<file path="src/rtl/register_bank_fwd.sv">
// ID-stage register bank: one write port, two forwarded read ports, immediate on B,
// load-use hazard detection and the ID/EX operand register. Build option: REGBANK_R0_ZERO_EN.
module register_bank_fwd #(
    parameter int DATA_W   = 16,
    parameter int ADDR_W   = 5,
    parameter int NUM_REGS = 32
) (
    input  logic              clk,
    input  logic              rst_n,
    input  logic              stall,
    input  logic              flush,
    input  logic              valid_id,
    input  logic [ADDR_W-1:0] RA,
    input  logic [ADDR_W-1:0] RB,
    input  logic [DATA_W-1:0] imm,
    input  logic              imm_sel,
    input  logic [ADDR_W-1:0] rd_ex,
    input  logic              wen_ex,
    input  logic              load_ex,
    input  logic [DATA_W-1:0] ans_ex,
    input  logic [ADDR_W-1:0] rd_dm,
    input  logic              wen_dm,
    input  logic [DATA_W-1:0] ans_dm,
    input  logic [ADDR_W-1:0] RW_wb,
    input  logic              we_wb,
    input  logic [DATA_W-1:0] ans_wb,
    output logic [DATA_W-1:0] A,
    output logic [DATA_W-1:0] B,
    output logic              valid_out,
    output logic              hazard,
    output logic [1:0]        fwd_A,
    output logic [1:0]        fwd_B
);

`ifdef REGBANK_R0_ZERO_EN
    localparam bit R0_ZERO = 1'b1;
`else
    localparam bit R0_ZERO = 1'b0;
`endif

    localparam logic [1:0] SRC_FILE = 2'b00;
    localparam logic [1:0] SRC_WB   = 2'b01;
    localparam logic [1:0] SRC_DM   = 2'b10;
    localparam logic [1:0] SRC_EX   = 2'b11;

    logic [DATA_W-1:0] regs_q [NUM_REGS];
    logic [DATA_W-1:0] regs_d [NUM_REGS];
    logic [DATA_W-1:0] a_q, a_d, b_q, b_d;
    logic              valid_q, valid_d;
    logic [DATA_W-1:0] read_a, read_b;

    // With the R0 option, address 0 never matches any producer.
    function automatic logic addr_hit(input logic [ADDR_W-1:0] dst, input logic [ADDR_W-1:0] src);
        return (dst == src) && !(R0_ZERO && (src == '0));
    endfunction

    function automatic logic [DATA_W-1:0] file_rd(input logic [ADDR_W-1:0] x);
        if (32'(x) >= NUM_REGS || (R0_ZERO && (x == '0)))
            return '0;
        return regs_q[x];
    endfunction

    function automatic logic [1:0] pick_src(input logic [ADDR_W-1:0] x);
        if (wen_ex && addr_hit(rd_ex, x))      return SRC_EX;
        else if (wen_dm && addr_hit(rd_dm, x)) return SRC_DM;
        else if (we_wb && addr_hit(RW_wb, x))  return SRC_WB;
        return SRC_FILE;
    endfunction

    function automatic logic [DATA_W-1:0] src_val(input logic [1:0] sel, input logic [ADDR_W-1:0] x);
        case (sel)
            SRC_EX:  return ans_ex;
            SRC_DM:  return ans_dm;
            SRC_WB:  return ans_wb;
            default: return file_rd(x);
        endcase
    endfunction

    always_comb begin
        regs_d = regs_q;
        if (we_wb && 32'(RW_wb) < NUM_REGS && !(R0_ZERO && (RW_wb == '0)))
            regs_d[RW_wb] = ans_wb;
    end

    always_comb begin
        fwd_A  = pick_src(RA);
        fwd_B  = pick_src(RB);
        read_a = src_val(fwd_A, RA);
        read_b = src_val(fwd_B, RB);
        hazard = valid_id && wen_ex && load_ex &&
                 (addr_hit(rd_ex, RA) || (!imm_sel && addr_hit(rd_ex, RB)));
    end

    always_comb begin
        // NOTE: every output of this block gets a default first, so no path can infer a latch.
        a_d     = a_q;
        b_d     = b_q;
        valid_d = valid_q;
        if (flush || (!stall && hazard)) begin
            a_d     = '0;
            b_d     = '0;
            valid_d = 1'b0;
        end else if (!stall) begin
            a_d     = read_a;
            b_d     = imm_sel ? imm : read_b;
            valid_d = valid_id;
        end
    end

    // NOTE: non-blocking assignments for all state so every flop samples pre-edge values.
    always_ff @(posedge clk or negedge rst_n) begin
        if (!rst_n) begin
            // NOTE: the register file itself is architecturally reset, so the memory is cleared too.
            for (int i = 0; i < NUM_REGS; i++)
                regs_q[i] <= '0;
            a_q     <= '0;
            b_q     <= '0;
            valid_q <= 1'b0;
        end else begin
            regs_q  <= regs_d;
            a_q     <= a_d;
            b_q     <= b_d;
            valid_q <= valid_d;
        end
    end

    assign A         = a_q;
    assign B         = b_q;
    assign valid_out = valid_q;

endmodule

</file>
<file path="config.mk">
export PLATFORM = sky130hd
export DESIGN_NAME = register_bank_fwd
export DESIGN_NICKNAME = d
export VERILOG_FILES = /design/src/rtl/register_bank_fwd.sv
export SDC_FILE = /design/constraint.sdc
export NUM_CORES = 1
export LEC_CHECK = 0
export CAP_MARGIN = 20
export CORE_UTILIZATION = 30
export DETAILED_ROUTE_END_ITERATION = 12
export SYNTH_ARGS = -nofsm -noshare
export SYNTH_HDL_FRONTEND = slang
export SYNTH_SLANG_ARGS = --single-unit
</file>
<file path="constraint.sdc">
create_clock -name clk -period 5 [get_ports clk]
set_input_delay 0.75 -clock clk [delete_from_list [all_inputs] [get_ports clk]]
set_output_delay 0.75 -clock clk [all_outputs]
set_load 0.02 [all_outputs]
</file>
* Word level (Yosys, flattened, before mapping) *
Cells that the tools add are included.
Widths: inputs -> output; s select.

word-level totals
  input port bits = 99
  register bits = 545

operators by class
  muxes and demuxes = 32
  bitwise operators = 3
  reduce and logical (&&, ||, !) cells = 16
  eq/ne operators = 13
  order comparisons = 4

operators with widths
  cell                count
  $bwmux 512          1
  $bmux 16 s5         2
  $mux 16             10
  $pmux 16 s3         2
  $demux 16 s5        1
  $eq 5x5->1          6
  $ge 6x6->1 const B  3
  $not 5->6           3
  $mux 2              8
  $logic_and 1x1->1   12
  $eq 2x2->1 const B  4
  $mux 1              8
  $lt 6x1->1 const B  1
  $eq 2x1->1 const B  2
  $logic_not 1->1     2
  $logic_or 1x1->1    2
  $ne 2x1->1 const B  1

* Depth between registers and ports, before layout *
Gate-level depths: netlist of run 1.

  depth after elaboration = 11
  depth in mapped cells = 10
  mapped depth without buffers = 6

* Worst setup path before layout of run 1 *
No wires, ideal clock.

  kind = in2out
  start point = input RA[0]
  end point = output fwd_A[1]
  required time = 4.250 ns
  stages on the path = 7
  data arrival time = 2.124 ns
  buffers on the path = 3
  setup slack = 2.126 ns
  path through = buf_2 > nor2b_1 > a221o_1 > or3_1 > buf_4 > buf_6 > nand2_1

between the ends
  cells in the longest elaborated chain, start to end = 6

ends and longest elaborated chain
  element            line  source
  from (decl)        13    input logic [ADDR_W-1:0] RA,
  $eq 5x5->1         54    return (dst == src) && !(R0_ZERO && (src == '0));
  $logic_and 1x1->1  66    else if (we_wb && addr_hit(RW_wb, x)) return SRC_WB;
  $mux 1             66
  $mux 1             65    else if (wen_dm && addr_hit(rd_dm, x)) return SRC_DM;
  $mux 1             64    if (wen_ex && addr_hit(rd_ex, x)) return SRC_EX;
  $mux 2 (*)         67    return SRC_FILE;
  to (decl)          31    output logic [1:0] fwd_A,

Mark *: on every way between the ends. The rest lies on a longest branch, timed or not.

* Final worst setup path of run 1 *
  start point = input RB[3]
  end point = output fwd_B[0]

between the ends
  cells in the longest elaborated chain, start to end = 6

ends and longest elaborated chain
  element            line  source
  from (decl)        14    input logic [ADDR_W-1:0] RB,
  $eq 5x5->1         54
  $logic_and 1x1->1  66
  $mux 1             66
  $mux 1             65
  $mux 1             64
  $mux 2 (*)         67
  to (decl)          32    output logic [1:0] fwd_B

Marked as above.

==> qor.csv, run 1 <==
metric,value,unit
violated checks,DRC,
Setup CP Type,input pin to output port,
RR Endpoint,B[14]$_DFFE_PN0P_,
share of the synthesized area in the top cell type,46.4,%
Resized cells post-CTS,0,
"CP delay by family, top",buffers and inverters,
drt pass-1 iters,9,
hold slack,0.0862,ns
final std cells w/o fill,3773,
sequential power share,45.6,%
vias in the first global route,21780,
Yosys cell types,62,
share of post-route cells with drive strength above 1,28.7,%
status,finished with violations,
period utilization,82.0,%
number of I/O pins,137,
"Setup Fix Bufs, Post-CTS",0,
die footprint,99200,sq um
initial drt markers,2199,
Sink Count,545,
Post-Syn Nets,2497,
Worst R2R Start,regs_q[62]$_DFFE_PN0P_,
Worst-Skew Late Latency,0.64,ns
initial core utilization,30.3,%
Die Y,315,um
CP cell instances,"clkdlybuf4s50_1, xnor2_1, nand4_1, a311oi_2, or2_2, clkdlybuf4s50_1",
worst setup path endpoint,fwd_B[0],
wire length per cell,26.4,um
fmax,0.244,GHz
crit path launch type,input pin,
Slew HR,23.6,%
Worst EP arrival,3.35,ns
Clock Root Buffer,clkbuf_16,
Routed WL,99500,um
vias per std cell,5.73,
"Largest stage delay, worst path",0.98,ns
"FFs w/ async S/R, synth",100,%
clock share of power,34.1,%
pin count of the biggest net entering global routing,133,
CP Depth,6,
Mapped Avg Cell Area,12.2,sq um
worst vdd ir,0.281,mV
Syn Inst Count,2398,
Clock Pin Slew Worst Setup and Hold Paths,0.06,ns
Synth area leaders,"dfrtp_1, mux4_2, mux2_2, o21ai_0, nand2_1",
wire length of the first global-routing pass,148000,um
FF-to-FF path depth,6,
post-route cell area,33800,sq um
Nets,2551,
I/O Buffers,136,
GP Congestion,0.904,
Core Rows,114,
HPWL after DPL,66700,um
Overflow after GRT,0,
minimum clock period,4.10,ns
Sw Share,29.0,%
Pleak,0.0139,uW
ant diodes,0,
Crit path top cell by count,clkdlybuf4s50_1,
Fin. Hold Viols,0,
max cap viols,0,
area grow syn2layout,15.1,%
crit path launch,RB[3],
synthesized flop and latch total,545,
mapped cell area,29400,sq um
Worst path slowest cell,clkdlybuf4s50_1,
Gate power share,20.3,%
TritonCTS buffer count,57,
Post-synth top cells,"dfrtp_1, nand2_1, mux2_2",
Synth Flop Type,dfrtp_1,
Placed Instances,3669,
DIE WIDTH,315,um
clock skew,0.0230,ns
Clock Path Buffers,3,
core area,96900,sq um
# hold bufs at CTS,0,
CP bufs+invs,2,
yosys synthesis warning count,0,
Final setup viols,0,
worst-path fanout max,10,
DRC violations left,2,
CTS tree,done,
end-of-flow core utilization,34.9,%
sequential share of the synthesized area,46.4,%
"reg-to-reg slack, setup",2.64,ns
Worst EP required,4.25,ns
total power divided by cell area,380,nW/um^2
GRT Total Usage,20.1,%
Vias,21610,
crit end category,output port,
DP Area,31900,sq um
initial antenna violation count,5,
top cell type by total area after synthesis,dfrtp_1,
worst-margin pin slew,1.14,ns
class of the worst hold path,input pin to async pin,
"EDFF count, synth",0,
Layout fillers,9432,
Internal,9110,uW
H-tree Lvls,2,
ANT nets after route,0,
unrepaired setup endpoints after global routing,no,
setup tns final,0,ns
Max Slew Vio Count,0,
most numerous cell in the Yosys netlist,dfrtp_1,
Switching Power,3720,uW
per-stage QoR:
step	power, uW	setup slack [ns]
CTS	12900	0.939
finish	12800	0.899
detailed placement	8510	0.765
global route	13400	0.839
global placement	8430	0.793
floorplan	7550	2.13
sequential cells by signal, indices dropped and copies added, names as in the netlist:
name and count:
valid_out 1, regs_q 512, B 16, A 16
power groups by stage:
stage | clock, uW | sequential (uW) | combinational, uW
detailed placement | 0 | 5900 | 2610
finish | 4370 | 5860 | 2600
CTS | 4430 | 5830 | 2610
global placement | 0 | 5870 | 2560
global route | 4610 | 5960 | 2810
floorplan | 0 | 5710 | 1840
cell families (layout without fill, tap and decap cells):
family | count (synthesis) | count (layout) | share of synthesized area, %
muxes | 551 | 551 | 30.0
and+or+nand+nor | 548 | 548 | 8.35
DFF | 545 | 545 | 46.4
AOI/OAI and AO/OA | 486 | 486 | 10.2
buffers and inverters | 241 | 340 | 4.18
xor gates and xnor gates | 27 | 27 | 0.882
layout make-up:
cell class                      instances  area (sq um)  share of cell area, %
Multi-Input combinational cell       1612         14600                   43.1
Sequential cell                       545         13600                   40.3
Timing Repair Buffer                  214          2050                   6.05
Clock buffer                           81          1670                   4.93
Tap cell                             1276          1600                   4.72
Clock inverter                         23           223                  0.659
Inverter                               22          85.1                  0.252
worst reg2reg max path: cells and delay by family (launching register included):
kind | cells | cell delay [ns]
AOI/OAI and AO/OA | 3 | 0.71
and+or+nand+nor | 1 | 0.56
muxes | 1 | 0.46
DFF | 1 | 0.40
buffers and inverters | 1 | 0.09
metal layers:
metal / part of all wire (%) / GRT usage [%] / up-vias
met2: 46 / 31.4 / 963
met1: 41 / 27.2 / 11302
li1: - / - / 9103
met5: 0.026 / 0 / -
met3: 7.5 / 3.46 / 238
met4: 4.8 / 9.17 / 4
worst min-delay path by stage:
stage	depth (start not counted)	start	endpoint
after floorplan	0	rst_n	A[0]$_DFFE_PN0P_
after global placement	2	B[15]$_DFFE_PN0P_	B[15]$_DFFE_PN0P_
after detailed placement	2	regs_q[348]$_DFFE_PN0P_	regs_q[348]$_DFFE_PN0P_
after CTS	1	rst_n	regs_q[1]$_DFFE_PN0P_
after global routing	1	rst_n	regs_q[33]$_DFFE_PN0P_
final	1	rst_n	regs_q[33]$_DFFE_PN0P_
placed cells by master, fill, tap and decap left out, types with 26 or more instances in the layout:
cell	netlist	final
nor3_1	35	35
a211oi_1	39	39
o21ai_0	257	256
clkbuf_16	0	58
o22ai_1	70	70
nor2_1	57	48
mux4_2	235	235
nand2_1	335	334
mux2i_1	54	54
a22oi_1	26	26
nor2b_1	33	32
clkdlybuf4s50_1	0	128
dfrtp_1	545	545
buf_4	24	72
mux2_2	261	261
Note: power is estimated with default switching activity, not from simulation.
==> run 2: changes to the inputs <==
==> constraint.sdc (replaced) <==
create_clock -name clk -period 3.6 [get_ports clk]
set_input_delay 0.54 -clock clk [delete_from_list [all_inputs] [get_ports clk]]
set_output_delay 0.54 -clock clk [all_outputs]
set_load 0.02 [all_outputs]
==> qor.csv, run 2 (same netlist as run 1, synthesis figures left out) <==
metric,value,unit,change
status,finished with violations,,unchanged
violated checks,DRC,,unchanged
Pleak,0.0143,uW,was 0.0139 uW
fmax,0.285,GHz,
Top reg by flops,regs_q,,unchanged
final std cells w/o fill,3836,,was 3773
core area,96900,sq um,unchanged
Sink Count,545,,unchanged
crit end category,output port,,unchanged
share of post-route cells with drive strength above 1,30.2,%,was 28.7%
"Setup Fix Bufs, Post-CTS",0,,unchanged
Max Slew Vio Count,0,,unchanged
worst hold start,B[3]$_DFFE_PN0P_,,
Die Y,315,um,unchanged
RR Endpoint,B[1]$_DFFE_PN0P_,,was B[14]$_DFFE_PN0P_
highest-count cells in the layout ignoring fill and taps,"dfrtp_1, nand2_1, mux2_2, o21ai_0, mux4_2",,unchanged
most common library cell in the layout ignoring fill and taps,dfrtp_1,,unchanged
drt pass-1 iters,9,,unchanged
crit path launch type,input pin,,unchanged
area grow syn2layout,17.8,%,was 15.1%
Crit path top cell by count,clkdlybuf4s50_1,,unchanged
Worst R2R Start,regs_q[497]$_DFFE_PN0P_,,was regs_q[62]$_DFFE_PN0P_
"Largest stage delay, worst path",0.73,ns,was 0.98 ns
total power divided by cell area,536,nW/um^2,was 380 nW/um^2
number of I/O pins,137,,unchanged
ant diodes,0,,unchanged
minimum clock period,3.51,ns,
CTS tree,done,,unchanged
Clock Path Buffers,3,,unchanged
initial core utilization,30.3,%,unchanged
Worst-Skew Late Latency,0.64,ns,about the same
Routed WL,101000,um,was 99500 um
setup tns final,0,ns,unchanged
DIE WIDTH,315,um,unchanged
Nets,2610,,was 2551
max reg flops,512,,unchanged
ANT nets after route,0,,unchanged
CP bufs+invs,2,,unchanged
worst vdd ir,0.384,mV,was 0.281 mV
vias per std cell,5.69,,was 5.73
Clock Pin Slew Worst Setup and Hold Paths,0.06,ns,about the same
class of the worst hold path,flop to flop,,was input pin to async pin
FF-to-FF path depth,6,,unchanged
Vias,21811,,was 21610
worst-margin pin slew,1.15,ns,was 1.14 ns
initial drt markers,2278,,was 2199
DRC violations left,2,,unchanged
Worst path slowest cell,clkdlybuf4s50_1,,unchanged
Setup CP Type,input pin to output port,,unchanged
pin count of the biggest net entering global routing,89,,was 133
period utilization,97.5,%,
Worst EP required,3.06,ns,was 4.25 ns
worst hold endpoint,B[3]$_DFFE_PN0P_,,
unrepaired setup endpoints after global routing,no,,unchanged
wire length of the first global-routing pass,150000,um,was 148000 um
Core Rows,114,,unchanged
I/O Buffers,136,,unchanged
Worst EP arrival,2.97,ns,was 3.35 ns
Overflow after GRT,0,,unchanged
Fin. Hold Viols,0,,unchanged
"CP delay by family, top",buffers and inverters,,unchanged
GP Congestion,0.913,,was 0.904
wire length per cell,26.3,um,was 26.4 um
worst-path fanout max,3,,was 10
H-tree Lvls,2,,unchanged
TritonCTS buffer count,59,,was 57
"reg-to-reg slack, setup",1.20,ns,was 2.64 ns
die footprint,99200,sq um,unchanged
Slew HR,23.0,%,was 23.6%
Final setup viols,0,,unchanged
CP cell instances,"clkdlybuf4s50_1, xnor2_1, nand4_1, a311oi_2, or2_2, clkdlybuf4s50_1",,unchanged
GRT Total Usage,20.3,%,was 20.1%
max cap viols,0,,unchanged
hold path cells,2,,
Placed Instances,3725,,was 3669
initial antenna violation count,5,,unchanged
Clock Root Buffer,clkbuf_16,,unchanged
HPWL after DPL,69500,um,was 66700 um
clock skew,0.0141,ns,was 0.0230 ns
vias in the first global route,22024,,was 21780
[run 2: timing repair]
action / CTS / global route
hold buffers: 1 / 0
gates resized for setup: 0 / 0
hold endpoints to repair: 36 / 0
[run 2: per-layer routing]
metal	track usage [%]	up-vias	wire [um]
li1	-	9237	-
met1	27.3	11395	41500
met2	32.5	943	47500
met3	3.38	230	7290
met4	8.14	6	4310
met5	0.435	-	74
[run 2: metrics by stage]
stage | instance area, sq um | hold WS, ns | utilization (%) | total power (uW) | setup WS, ns
final | 34600 | 0.489 | 35.7 | 18500 | 0.0899
after global routing | 34600 | 0.514 | 35.7 | 19300 | 0.0443
after CTS | 34600 | 0.487 | 35.7 | 18600 | 0.138
after detailed placement | 32500 | 0.468 | 33.5 | 11900 | 0.154
after global placement | 32500 | 0.469 | 33.5 | 11800 | 0.111
after floorplan | 29400 | 0.244 | - | 10500 | 1.15
[run 2: power breakdown]
part           switching, uW  internal [uW]  leakage, uW
registers                863           7260      0.00704
logic                   1690           2010      0.00623
clock network           2640           4070      0.00104
[run 2: area by class of cell]
type / instances / area (sq um)
Clock buffer: 86 / 1710
Clock inverter: 24 / 417
Fill cell: 9369 / 62300
Inverter: 22 / 85.1
Multi-Input combinational cell: 1612 / 14500
Sequential cell: 545 / 13600
Tap cell: 1276 / 1600
Timing Repair Buffer: 271 / 2600
[run 2: worst register-to-register path: cells and delay by family (launching register included)]
family,cells,cell delay (ns)
multiplexers,1,0.22
AND/OR/NAND/NOR,2,0.25
flip-flops,1,0.38
AO/OA/AOI/OAI,3,1.45
[run 2: worst max path at each step]
stage	from	end	slack, ns	cells past startpoint
after global routing	RB[3]	fwd_B[0]	0.04	7
after CTS	RB[3]	fwd_B[0]	0.14	7
after global placement	RB[3]	fwd_B[0]	0.11	7
after detailed placement	RB[3]	B[14]$_DFFE_PN0P_	0.15	8
after floorplan	RA[0]	fwd_A[1]	1.15	7
final	RB[3]	fwd_B[0]	0.09	6
==> run 3: changes to the inputs <==
--- a/config.mk
+++ b/config.mk
@@ -8,6 +8,7 @@
 export CAP_MARGIN = 20
 export CORE_UTILIZATION = 30
 export DETAILED_ROUTE_END_ITERATION = 12
+export SLEW_MARGIN = 20
 export SYNTH_ARGS = -nofsm -noshare
 export SYNTH_HDL_FRONTEND = slang
 export SYNTH_SLANG_ARGS = --single-unit
==> qor.csv, run 3 (same netlist as run 1, synthesis figures left out) <==
metric,value,unit,change
Pleak,0.0142,uW,was 0.0143 uW
initial antenna violation count,3,,was 5
Worst EP required,3.06,ns,about the same
area grow syn2layout,17.2,%,was 17.8%
max cap viols,0,,unchanged
crit end category,output port,,unchanged
vias per std cell,5.68,,was 5.69
number of I/O pins,137,,unchanged
Fin. Hold Viols,0,,unchanged
initial drt markers,2126,,was 2278
Setup CP Type,input pin to output port,,unchanged
class of the worst hold path,flop to flop,,unchanged
Sink Count,545,,unchanged
H-tree Lvls,2,,unchanged
Vias,21746,,was 21811
FF-to-FF path depth,6,,unchanged
minimum clock period,3.58,ns,was 3.51 ns
Slew HR,32.6,%,was 23.0%
Layout fillers,9422,,was 9369
area occupied by multi-input gates,14600,sq um,was 14500 sq um
Die Y,315,um,unchanged
Clock Pin Slew Worst Setup and Hold Paths,0.06,ns,about the same
core area,96900,sq um,unchanged
ANT nets after route,0,,unchanged
die footprint,99200,sq um,unchanged
Worst-Skew Late Latency,0.64,ns,about the same
Clock Root Buffer,clkbuf_16,,unchanged
total power divided by cell area,525,nW/um^2,was 536 nW/um^2
pin count of the biggest net entering global routing,89,,unchanged
period utilization,99.4,%,was 97.5%
Worst EP arrival,3.04,ns,was 2.97 ns
clock skew,0.0178,ns,was 0.0141 ns
end-of-flow core utilization,35.5,%,was 35.7%
I/O Buffers,136,,unchanged
Max Slew Vio Count,0,,unchanged
HPWL after DPL,69700,um,was 69500 um
fmax,0.279,GHz,was 0.285 GHz
Core Rows,114,,unchanged
Clock Path Buffers,3,,unchanged
CTS tree,done,,unchanged
"Setup Fix Bufs, Post-CTS",0,,unchanged
register area,13600,sq um,unchanged
ant diodes,0,,unchanged
GP Congestion,0.913,,unchanged
vias in the first global route,22147,,was 22024
worst vdd ir,0.345,mV,was 0.384 mV
initial core utilization,30.3,%,unchanged
TritonCTS buffer count,59,,unchanged
share of post-route cells with drive strength above 1,30.2,%,about the same
unrepaired setup endpoints after global routing,no,,unchanged
wire length of the first global-routing pass,151000,um,was 150000 um
setup tns final,0,ns,unchanged
Final setup viols,0,,unchanged
status,finished with violations,,unchanged
DIE WIDTH,315,um,unchanged
violated checks,DRC,,unchanged
GRT Total Usage,20.4,%,was 20.3%
Overflow after GRT,0,,unchanged
most common library cell in the layout ignoring fill and taps,dfrtp_1,,unchanged
max reg flops,512,,unchanged
Top reg by flops,regs_q,,unchanged
wire length per cell,26.3,um,about the same
worst-path fanout max,3,,unchanged
Nets,2609,,was 2610
crit path launch type,input pin,,unchanged
hold path cells,2,,unchanged
worst-margin pin slew,1.01,ns,was 1.15 ns
highest-count cells in the layout ignoring fill and taps,"dfrtp_1, nand2_1, mux2_2, o21ai_0, mux4_2",,unchanged
Routed WL,101000,um,about the same
DRC violations left,2,,unchanged
drt pass-1 iters,11,,was 9
[run 3: critical path: stages]
cell and delay, ns:
clkdlybuf4s50_1 0.72, xnor2_1 0.17, nand4_1 0.34, a311oi_2 0.41, or2_2 0.22, clkdlybuf4s50_1 0.62
[run 3: per-layer routing]
metal	vias to the layer above	track usage (%)	share of wire, %
met3	204	3.41	6.9
met5	-	0	0
li1	9227	-	-
met1	11412	27.5	41
met2	903	32.5	47
met4	0	8.30	4.2
[run 3: metrics by stage]
| stage | hold WS [ns] | power [uW] | setup slack (ns) | cell area [sq um] | cells |
|---|---|---|---|---|---|
| global placement | 0.469 | 11800 | 0.111 | 32500 | 3724 |
| CTS | 0.487 | 18100 | 0.121 | 34400 | 3831 |
| detailed placement | 0.468 | 11900 | 0.118 | 32500 | 3724 |
| floorplan | 0.244 | 10500 | 1.15 | 29400 | 2398 |
| global route | 0.515 | 18800 | 0.0411 | 34400 | 3831 |
| finish | 0.490 | 18100 | 0.0198 | 34400 | 3831 |
[run 3: path summary, 6_finish.rpt]
| check | slack [ns] | to | startpoint |
|---|---|---|---|
| min in group asynchronous | 0.53 | regs_q[33]$_DFFE_PN0P_ | rst_n |
| hold reg to reg | 0.49 | B[3]$_DFFE_PN0P_ | B[3]$_DFFE_PN0P_ |
| hold / removal | 0.49 | B[3]$_DFFE_PN0P_ | B[3]$_DFFE_PN0P_ |
| setup / recovery | 0.02 | fwd_B[0] | RB[3] |
| max in group asynchronous | 2.04 | regs_q[488]$_DFFE_PN0P_ | rst_n |
| setup reg to reg | 1.29 | B[1]$_DFFE_PN0P_ | regs_q[481]$_DFFE_PN0P_ |
[run 3: what timing repair did]
item                      in CTS  in global routing
hold endpoints to repair      36                  0
gates resized for setup        0                  0
hold buffers                   1                  0
[run 3: layout make-up]
cell class              count  area share, %
multi-input cells        1612           42.3
flip-flops and latches    545           39.6
repair buffers            270           7.54
clock buffers              86           5.02
well taps                1276           4.64
clock inverters            20          0.665
inverters                  22          0.247
[run 3: where the power goes]
part	switching (uW)	total (uW)	internal (uW)
clock network	2630	6230	3600
logic	1690	3700	2010
registers	870	8130	7260
total	5190	18100	12900
